==> config.mk <==
export PLATFORM = sky130hd
export DESIGN_NAME = step_onehot_monitor
export DESIGN_NICKNAME = d
export VERILOG_FILES = /design/src/rtl/step_pkg.sv /design/src/rtl/onehot_to_bin.sv /design/src/rtl/step_onehot_monitor.sv
export SDC_FILE = /design/constraint.sdc
export NUM_CORES = 1
export LEC_CHECK = 0
export CAP_MARGIN = 10
export CORE_AREA = 5 5 83 85
export CTS_BUF_LIST = sky130_fd_sc_hd__clkbuf_2
export CTS_CLUSTER_SIZE = 20
export DETAILED_ROUTE_END_ITERATION = 8
export DIE_AREA = 0 0 88 90
export PLACE_DENSITY = 0.9
export RECOVER_POWER = 100
export SYNTH_ARGS = -nofsm -noshare
export SYNTH_HDL_FRONTEND = slang
export SYNTH_SLANG_ARGS = --single-unit
==> constraint.sdc <==
create_clock -name clk -period 11.3 [get_ports clk]
set_input_delay 2.26 -clock clk [delete_from_list [all_inputs] [get_ports clk]]
set_output_delay 2.26 -clock clk [all_outputs]
set_load 0.05 [all_outputs]
==> src/rtl/step_pkg.sv <==
// Shared definitions for the one-hot step bus: phase count, index width,
// monitor FSM states and the successor function for the phase sequence.
package step_pkg;

  localparam int N_STEPS = 29;
  localparam int IDX_W   = $clog2(N_STEPS);

  typedef enum logic [1:0] {
    HUNT    = 2'd0,
    LOCKING = 2'd1,
    LOCKED  = 2'd2
  } state_t;

  // Expected successor of a phase index; wraps from the last phase to 0.
  function automatic logic [IDX_W-1:0] nxt(input logic [IDX_W-1:0] prev);
    if (prev == IDX_W'(N_STEPS - 1)) return '0;
    return prev + IDX_W'(1);
  endfunction

endpackage

==> src/rtl/onehot_to_bin.sv <==
// Combinational one-hot to binary encoder. valid is high only when exactly
// one bit is set; idx is meaningful only while valid is high.
module onehot_to_bin
  import step_pkg::*;
#(
  parameter int N = N_STEPS,
  parameter int W = $clog2(N)
) (
  input  logic [N-1:0] onehot,
  output logic [W-1:0] idx,
  output logic         valid
);

  always_comb begin
    idx = '0;
    for (int i = 0; i < N; i++) begin
      if (onehot[i]) idx = idx | W'(i);
    end
    // Clearing the lowest set bit leaves zero only for a single-bit word.
    valid = (onehot != '0) && ((onehot & (onehot - N'(1))) == '0);
  end

endmodule

==> src/rtl/step_onehot_monitor.sv <==
// Receive-side checker for the one-hot step bus: registers and encodes the
// bus, locks onto a clean 0..N_STEPS-1 sequence, counts wraps and violations.
module step_onehot_monitor
  import step_pkg::*;
#(
  parameter int LOCK_COUNT = 3,
  parameter int ALLOW_HOLD = 0
) (
  input  logic               clk,
  input  logic               rst_n,
  input  logic [N_STEPS-1:0] step_i,
  input  logic               clr_i,
  output logic [IDX_W-1:0]   idx_o,
  output logic               idx_valid_o,
  output logic               locked_o,
  output logic               err_onehot_o,
  output logic               err_seq_o,
  output logic [15:0]        wrap_cnt_o,
  output logic [7:0]         err_cnt_o,
  output state_t             state_o
);

  localparam int             RUN_W    = $clog2(LOCK_COUNT + 1);
  localparam logic [RUN_W:0] LOCK_TGT = (RUN_W + 1)'(LOCK_COUNT);
  localparam logic           HOLD_EN  = (ALLOW_HOLD != 0);

  logic [N_STEPS-1:0] step_q;
  logic [IDX_W-1:0]   enc_idx;
  logic               enc_valid;
  logic [IDX_W-1:0]   prev;
  logic [RUN_W-1:0]   run;

  logic [RUN_W:0]     run_inc;
  logic               is_next;
  logic               is_hold;
  logic               legal;
  logic               is_wrap;
  logic [7:0]         err_base;
  logic [7:0]         err_inc;

  onehot_to_bin #(
    .N (N_STEPS),
    .W (IDX_W)
  ) u_enc (
    .onehot (step_q),
    .idx    (enc_idx),
    .valid  (enc_valid)
  );

  always_comb begin
    run_inc  = {1'b0, run} + (RUN_W + 1)'(1);
    is_next  = enc_valid && (enc_idx == nxt(prev));
    is_hold  = HOLD_EN && enc_valid && (enc_idx == prev);
    legal    = is_next || is_hold;
    // A hold at the last phase is not a wrap: only a true advance counts.
    is_wrap  = is_next && (prev == IDX_W'(N_STEPS - 1));
    // A clear in the same cycle as a violation restarts the count at one.
    err_base = clr_i ? 8'd0 : err_cnt_o;
    err_inc  = (err_base == 8'hff) ? 8'hff : err_base + 8'd1;
  end

  always_ff @(posedge clk or negedge rst_n) begin
    if (!rst_n) begin
      step_q       <= '0;
      idx_o        <= '0;
      idx_valid_o  <= 1'b0;
      locked_o     <= 1'b0;
      err_onehot_o <= 1'b0;
      err_seq_o    <= 1'b0;
      wrap_cnt_o   <= '0;
      err_cnt_o    <= '0;
      state_o      <= HUNT;
      prev         <= '0;
      run          <= '0;
    end else begin
      step_q      <= step_i;
      idx_o       <= enc_valid ? enc_idx : '0;
      idx_valid_o <= enc_valid;

      if (clr_i) begin
        err_onehot_o <= 1'b0;
        err_seq_o    <= 1'b0;
        err_cnt_o    <= '0;
      end

      case (state_o)
        HUNT: begin
          if (enc_valid) begin
            state_o <= LOCKING;
            run     <= '0;
            prev    <= enc_idx;
          end
        end

        LOCKING: begin
          if (legal) begin
            prev <= enc_idx;
            if (run_inc == LOCK_TGT) begin
              state_o  <= LOCKED;
              locked_o <= 1'b1;
              run      <= '0;
            end else begin
              run <= run_inc[RUN_W-1:0];
            end
          end else if (enc_valid) begin
            run  <= '0;
            prev <= enc_idx;
          end else begin
            state_o <= HUNT;
          end
        end

        LOCKED: begin
          if (legal) begin
            prev <= enc_idx;
            if (is_wrap) wrap_cnt_o <= wrap_cnt_o + 16'd1;
          end else begin
            state_o   <= HUNT;
            locked_o  <= 1'b0;
            err_cnt_o <= err_inc;
            if (!enc_valid) err_onehot_o <= 1'b1;
            else            err_seq_o    <= 1'b1;
          end
        end

        default: begin
          state_o  <= HUNT;
          locked_o <= 1'b0;
        end
      endcase
    end
  end

endmodule

Yosys cells after proc, flatten, opt, wreduce, memory -nomap -nowiden. Cells that the tools add are included.

Flip-flop bits (word level): 71. Bits in latches: 0. RAM bits: 0. Memory bits (read-only): 0. Input port bits: 32. Output and inout bits: 35. Logic and storage cells: 140. Memories: 0.

Add/subtract/negate cells: 5. $mul: 0. Div/mod/pow operators: 0. Magnitude comparators: 0. Equality and inequality tests: 14. Shift-type cells: 0. Mux-type cells: 96. Bitwise logic cells: 2. Reductions and logical operators: 12.

Operators with widths (number): two-way mux 5 bit (24); two-way mux 16 bit (5); two-way mux 2 bit (23); two-way mux 8 bit (5); two-way mux 4 bit (8); AND 29 bit (1); logical NOT 29 bit (1); nonzero test 29 bit (1); subtractor 29 x 1 -> 29 bit (second input constant) (1); two-way mux 1 bit (23); adder 16 x 1 -> 16 bit (second input constant) (1); case mux 5 bit (3 select lines) (1); two-way mux 3 bit (4); != test 2 bit (second input constant) (6); adder 8 x 1 -> 8 bit (second input constant) (1); == test 8 bit (second input constant) (1); AND reduction 4 bit (2); != test 3 bit (second input constant) (2); case mux 2 bit (3 select lines) (1); adder 5 x 1 -> 5 bit (second input constant) (1); == test 5 bit (1); == test 5 bit (second input constant) (1); case mux 2 bit (2 select lines) (1); adder 2 x 1 -> 3 bit (second input constant) (1); other kinds (11) (13).

Depth between registers and ports, before layout.
Depth in word-level cells: 36. Mapped depth: 12. Gate-level depth less buffers: 11.

By module. A second synthesis with hierarchy kept.

Cell total of the unflattened synthesis: 316. Area total of the unflattened synthesis: 3432.0 um^2.

By module, submodules not included: step_onehot_monitor (times used 1, cells each 244, area each 2950.3 um^2); onehot_to_bin (times used 1, cells each 72, area each 481.7 um^2).

Least setup slack after synthesis. OpenSTA, ideal clock, no wires.

Path type: register to register. Start point: register step_q[9]. End point: register wrap_cnt_o[1]. Data arrival time: 3.487 ns. Data required time: 11.175 ns. Slack: 7.688 ns. Stages on the path, launching flop included: 11. Buffers on the path: 2. Path through: dfrtp_1 -> or4_1 -> or4_1 -> buf_2 -> or4_4 -> or3_1 -> a31oi_1 -> nand4_2 -> buf_6 -> nor3_4 -> mux2_2.

Word-level cells in the longest chain between the ends: 25.

Ends and longest elaborated chain: start: declaration (line step_onehot_monitor.sv:27) `logic [N_STEPS-1:0] step_q;`; start signal: assignment (line step_onehot_monitor.sv:76) `step_q <= step_i;`; two-way mux 4 bit (7 in a row) (line onehot_to_bin.sv:17) `if (onehot[i]) idx = idx | W'(i);`; two-way mux 5 bit (13 in a row) (line onehot_to_bin.sv:17); == test 5 bit (line step_onehot_monitor.sv:52) `is_next = enc_valid && (enc_idx == nxt(prev));`; logical AND 1 bit * (line step_onehot_monitor.sv:52); logical AND 1 bit (line step_onehot_monitor.sv:56) `is_wrap = is_next && (prev == IDX_W'(N_STEPS - 1));`; != test 2 bit (no source line); AND reduction 3 bit (no source line) *; end signal: assignment (line step_onehot_monitor.sv:116) `if (is_wrap) wrap_cnt_o <= wrap_cnt_o + 16'd1;`; end: declaration (line step_onehot_monitor.sv:18) `output logic [15:0] wrap_cnt_o,`.

Mark *: on every way between the ends. The rest lies on a longest branch, timed or not. A chain may end at the register's enable or synchronous reset.

==> results.md <==
* Slew HR at -143%
* TNS Setup at 0 ns
* Core area at 6130 um^2
* Die width at 88 um
* Nets at 428
* CTS tree: yes
* Final ANT Viol Nets at 0
* Netlist cell types at 57
* Initial Util at 55.3%
* Data arrival, critical path at 4.92 ns
* Clk_lat worst skew at 0.52 ns
* DRC violations left at 0
* Number of synthesized flops with an enable pin at 0
* Commonest non-fill, non-tap cells in the layout: dfrtp_1 (71), dlygate4sd3_1 (64), nand2_1 (24), nor2_1 (24), nor3_1 (16)
* Post-route clock skew at 0.0322 ns
* Placement Setup Slack at 7.13 ns
* Min Tclk post-route at 5.11 ns
* Placer Congestion at 0.968
* Sequential cell area fraction in the yosys report at 52.4%
* Met3 usage at 4.48%
* Die height at 90 um
* Worst-Margin Slew at 3.64 ns
* Reg clk slew, reported paths at 0.17 ns
* Vias in the first global route at 2785
* Maximum number of pins on one net before global-route repair at 72
* ANT cells at 0
* Top_reg_cell synth: dfrtp_1
* Post-CTS Setup Inserts at 0
* Avg Cell Area, Syn at 10.7 um^2
* Area growth, synth to finish at 22.1%
* Post-synth ARST share at 100%
* Die Area at 7920 um^2
* Share of power burned in registers at 63.5%
* Worst-path fanout max at 71
* YS warnings at 0
* CTS Buf Count at 9
* Worst Hold Class: register to register
* Max-slew violations at 72
* CP top delay family: buffers and inverters
* Final hold vios at 0
* Power per cell area at 101 nW/um^2
* Syn_nets at 356
* CP Cell Sequence: buf_2 > clkbuf_1
* Worst Path Buf+Inv at 2
* GRT overflow at 0
* Global-route wire length before repair at 12800 um
* Via count at 2825
* Req. time, crit path at 11.11 ns
* Post-synthesis instance total at 316
* Pint at 319 uW
* Clock Tree Buf Depth at 2
* GRT busiest layer: met2
* Clk Tree Root Cell: clkbuf_2
* First-iteration detailed-routing DRC count at 164
* WS Path Type: input pin to asynchronous set/reset pin
* Share of cells above drive strength 1 at 5.34%
* Routed WL at 7780 um
* Met2 Use GR at 35.1%
* # IOs at 67
* Status: finished, violations left
* Max IR drop VDD at 65.6 uV
* # Max-Cap Violations at 1
* Initial antenna violation count at 0
* Sw Ratio at 24.0%
* Worst Setup End Kind: asynchronous set/reset pin
* Avg WL per Cell at 16.5 um
* Psw at 101 uW
* Gr usage total at 20.8%
* Final Cycle Share at 45.2%
* Synthesis-stage register bit count at 71
* Final number of setup-violating endpoints at 0
* Commonest non-fill, non-tap cell in the layout: dfrtp_1
* Clk pwr share at 31.9%
* CTS resizes at 0
* IO Port Bufs at 66
* Violated checks: capacitance limit, slew limit
* Hold Buf Count CTS at 0
* Row count at 29
* Synth Cell Area at 3390 um^2
* Static leakage at 0.00182 uW
* RSZ-0062 raised after global routing: false
* Largest stage delay on the critical path at 2.54 ns
* Post-DP HPWL at 5770 um
* Crit-path slowest cell: clkbuf_1
* Fmax at 0.196 GHz
* Clock sinks at 71
* H-tree Lvls at 3
* Routed vias/inst at 6.01
* Met1 Track Usage GR at 24.7%
* Final WS setup at 6.19 ns
* CP Launch Type: input pin
* TritonRoute pass-1 iters at 4
* Gate power share at 4.6%
power by group through the flow:
stage / Sequential (uW) / Combinational, uW / Clock, uW
global placement: 271 / 21.8 / 0
floorplan: 269 / 5.23 / 0
detailed placement: 271 / 22.1 / 0
global route: 267 / 21.9 / 145
CTS: 266 / 22.1 / 138
finish: 266 / 19.5 / 134
per-layer routing:
metal / wire length [um] / vias to the layer above / share of wire (%)
li1: - / 1336 / -
met1: 3170 / 1350 / 41
met2: 3910 / 124 / 50
met3: 528 / 15 / 6.8
met4: 174 / 0 / 2.2
met5: 0 / - / 0
worst reg2reg max path, stage by stage (launching register included):
cell and delay, ns:
dfrtp_1 0.47, or4_1 0.58, or4_1 0.69, or4_1 0.48, or3_1 0.32, a31oi_1 0.17
nand4_1 0.44, o21ai_0 0.88, nand2_1 0.33, o2bb2ai_1 0.22
per-stage QoR:
stage / hold slack [ns] / util, % / cells / power, uW / cell area [um^2]
finish: 0.480 / 67.5 / 470 / 420 / 4140
global route: 0.517 / 67.5 / 470 / 435 / 4140
CTS: 0.492 / 68.8 / 470 / 426 / 4220
detailed placement: 0.471 / 67.2 / 454 / 293 / 4120
global placement: 0.461 / 67.2 / 454 / 292 / 4120
floorplan: 0.452 / - / 316 / 274 / 3390
state kept, by name, indices dropped and copies added, names as in the netlist:
name,count
step_q,29
wrap_cnt_o,16
err_cnt_o,8
idx_o,5
prev,5
run,2
state_o,2
err_onehot_o,1
err_seq_o,1
idx_valid_o,1
locked_o,1
Yosys cell counts (all sizes together), types with 2 or more instances:
library cell	n	share of area [%]
nand3	15	2.2
o2bb2ai	6	1.5
and2	2	0.37
or2	4	0.74
ha	8	3.0
o211ai	3	0.66
nand2	24	2.9
o21ai	10	1.8
o31ai	4	0.89
o22ai	2	0.37
xnor2	12	3.1
or3	5	0.92
o31a	2	0.52
a21oi	14	2.1
inv	10	1.1
nor2	24	2.7
xor2	6	1.5
a31oi	2	0.37
nor3	16	2.7
a2111oi	3	0.78
and4	5	1.3
nand4	8	1.7
nor2b	3	0.55
mux2i	3	0.89
o21a	3	0.66
o41ai	4	1.3
dfrtp	71	52
or4	7	1.7
and3	6	1.1
nor4	11	2.9
clkbuf	4	0.44
buf	2	0.48
o32ai	2	0.52
cell type report:
type | instances | area, um^2
clock buffers | 10 | 50.0
clock inverters | 6 | 51.3
fillers | 497 | 1990
inverters | 10 | 37.5
multi-input cells | 229 | 1470
flip-flops and latches | 71 | 1780
well taps | 77 | 96.3
repair buffers | 67 | 659
worst paths after layout:
| check | from | to | slack [ns] | cells past startpoint |
|---|---|---|---|---|
| worst max-delay path | rst_n | step_q[14] | 6.19 | 2 |
| worst min-delay path | wrap_cnt_o[15] | wrap_cnt_o[15] | 0.48 | 1 |
| worst max register to register | step_q[9] | prev[3] | 6.59 | 9 |
| worst min register to register | wrap_cnt_o[15] | wrap_cnt_o[15] | 0.48 | 1 |
| max in group clk | step_q[9] | prev[3] | 6.59 | 9 |
| min in group asynchronous | rst_n | idx_o[1] | 3.06 | 2 |
logic make-up (layout without fill, tap and decap cells):
logic type / after synthesis / in the layout / synth area share [%]
AOI/OAI and AO/OA: 66 / 66 / 14.3
muxes: 4 / 4 / 1.22
xor gates and xnor gates: 18 / 18 / 4.65
DFF: 71 / 71 / 52.4
and+or+nand+nor: 132 / 132 / 22.1
buffers and inverters: 16 / 93 / 2.03
adders and majority gates: 9 / 9 / 3.25
Note: power is estimated with default switching activity, not from simulation.
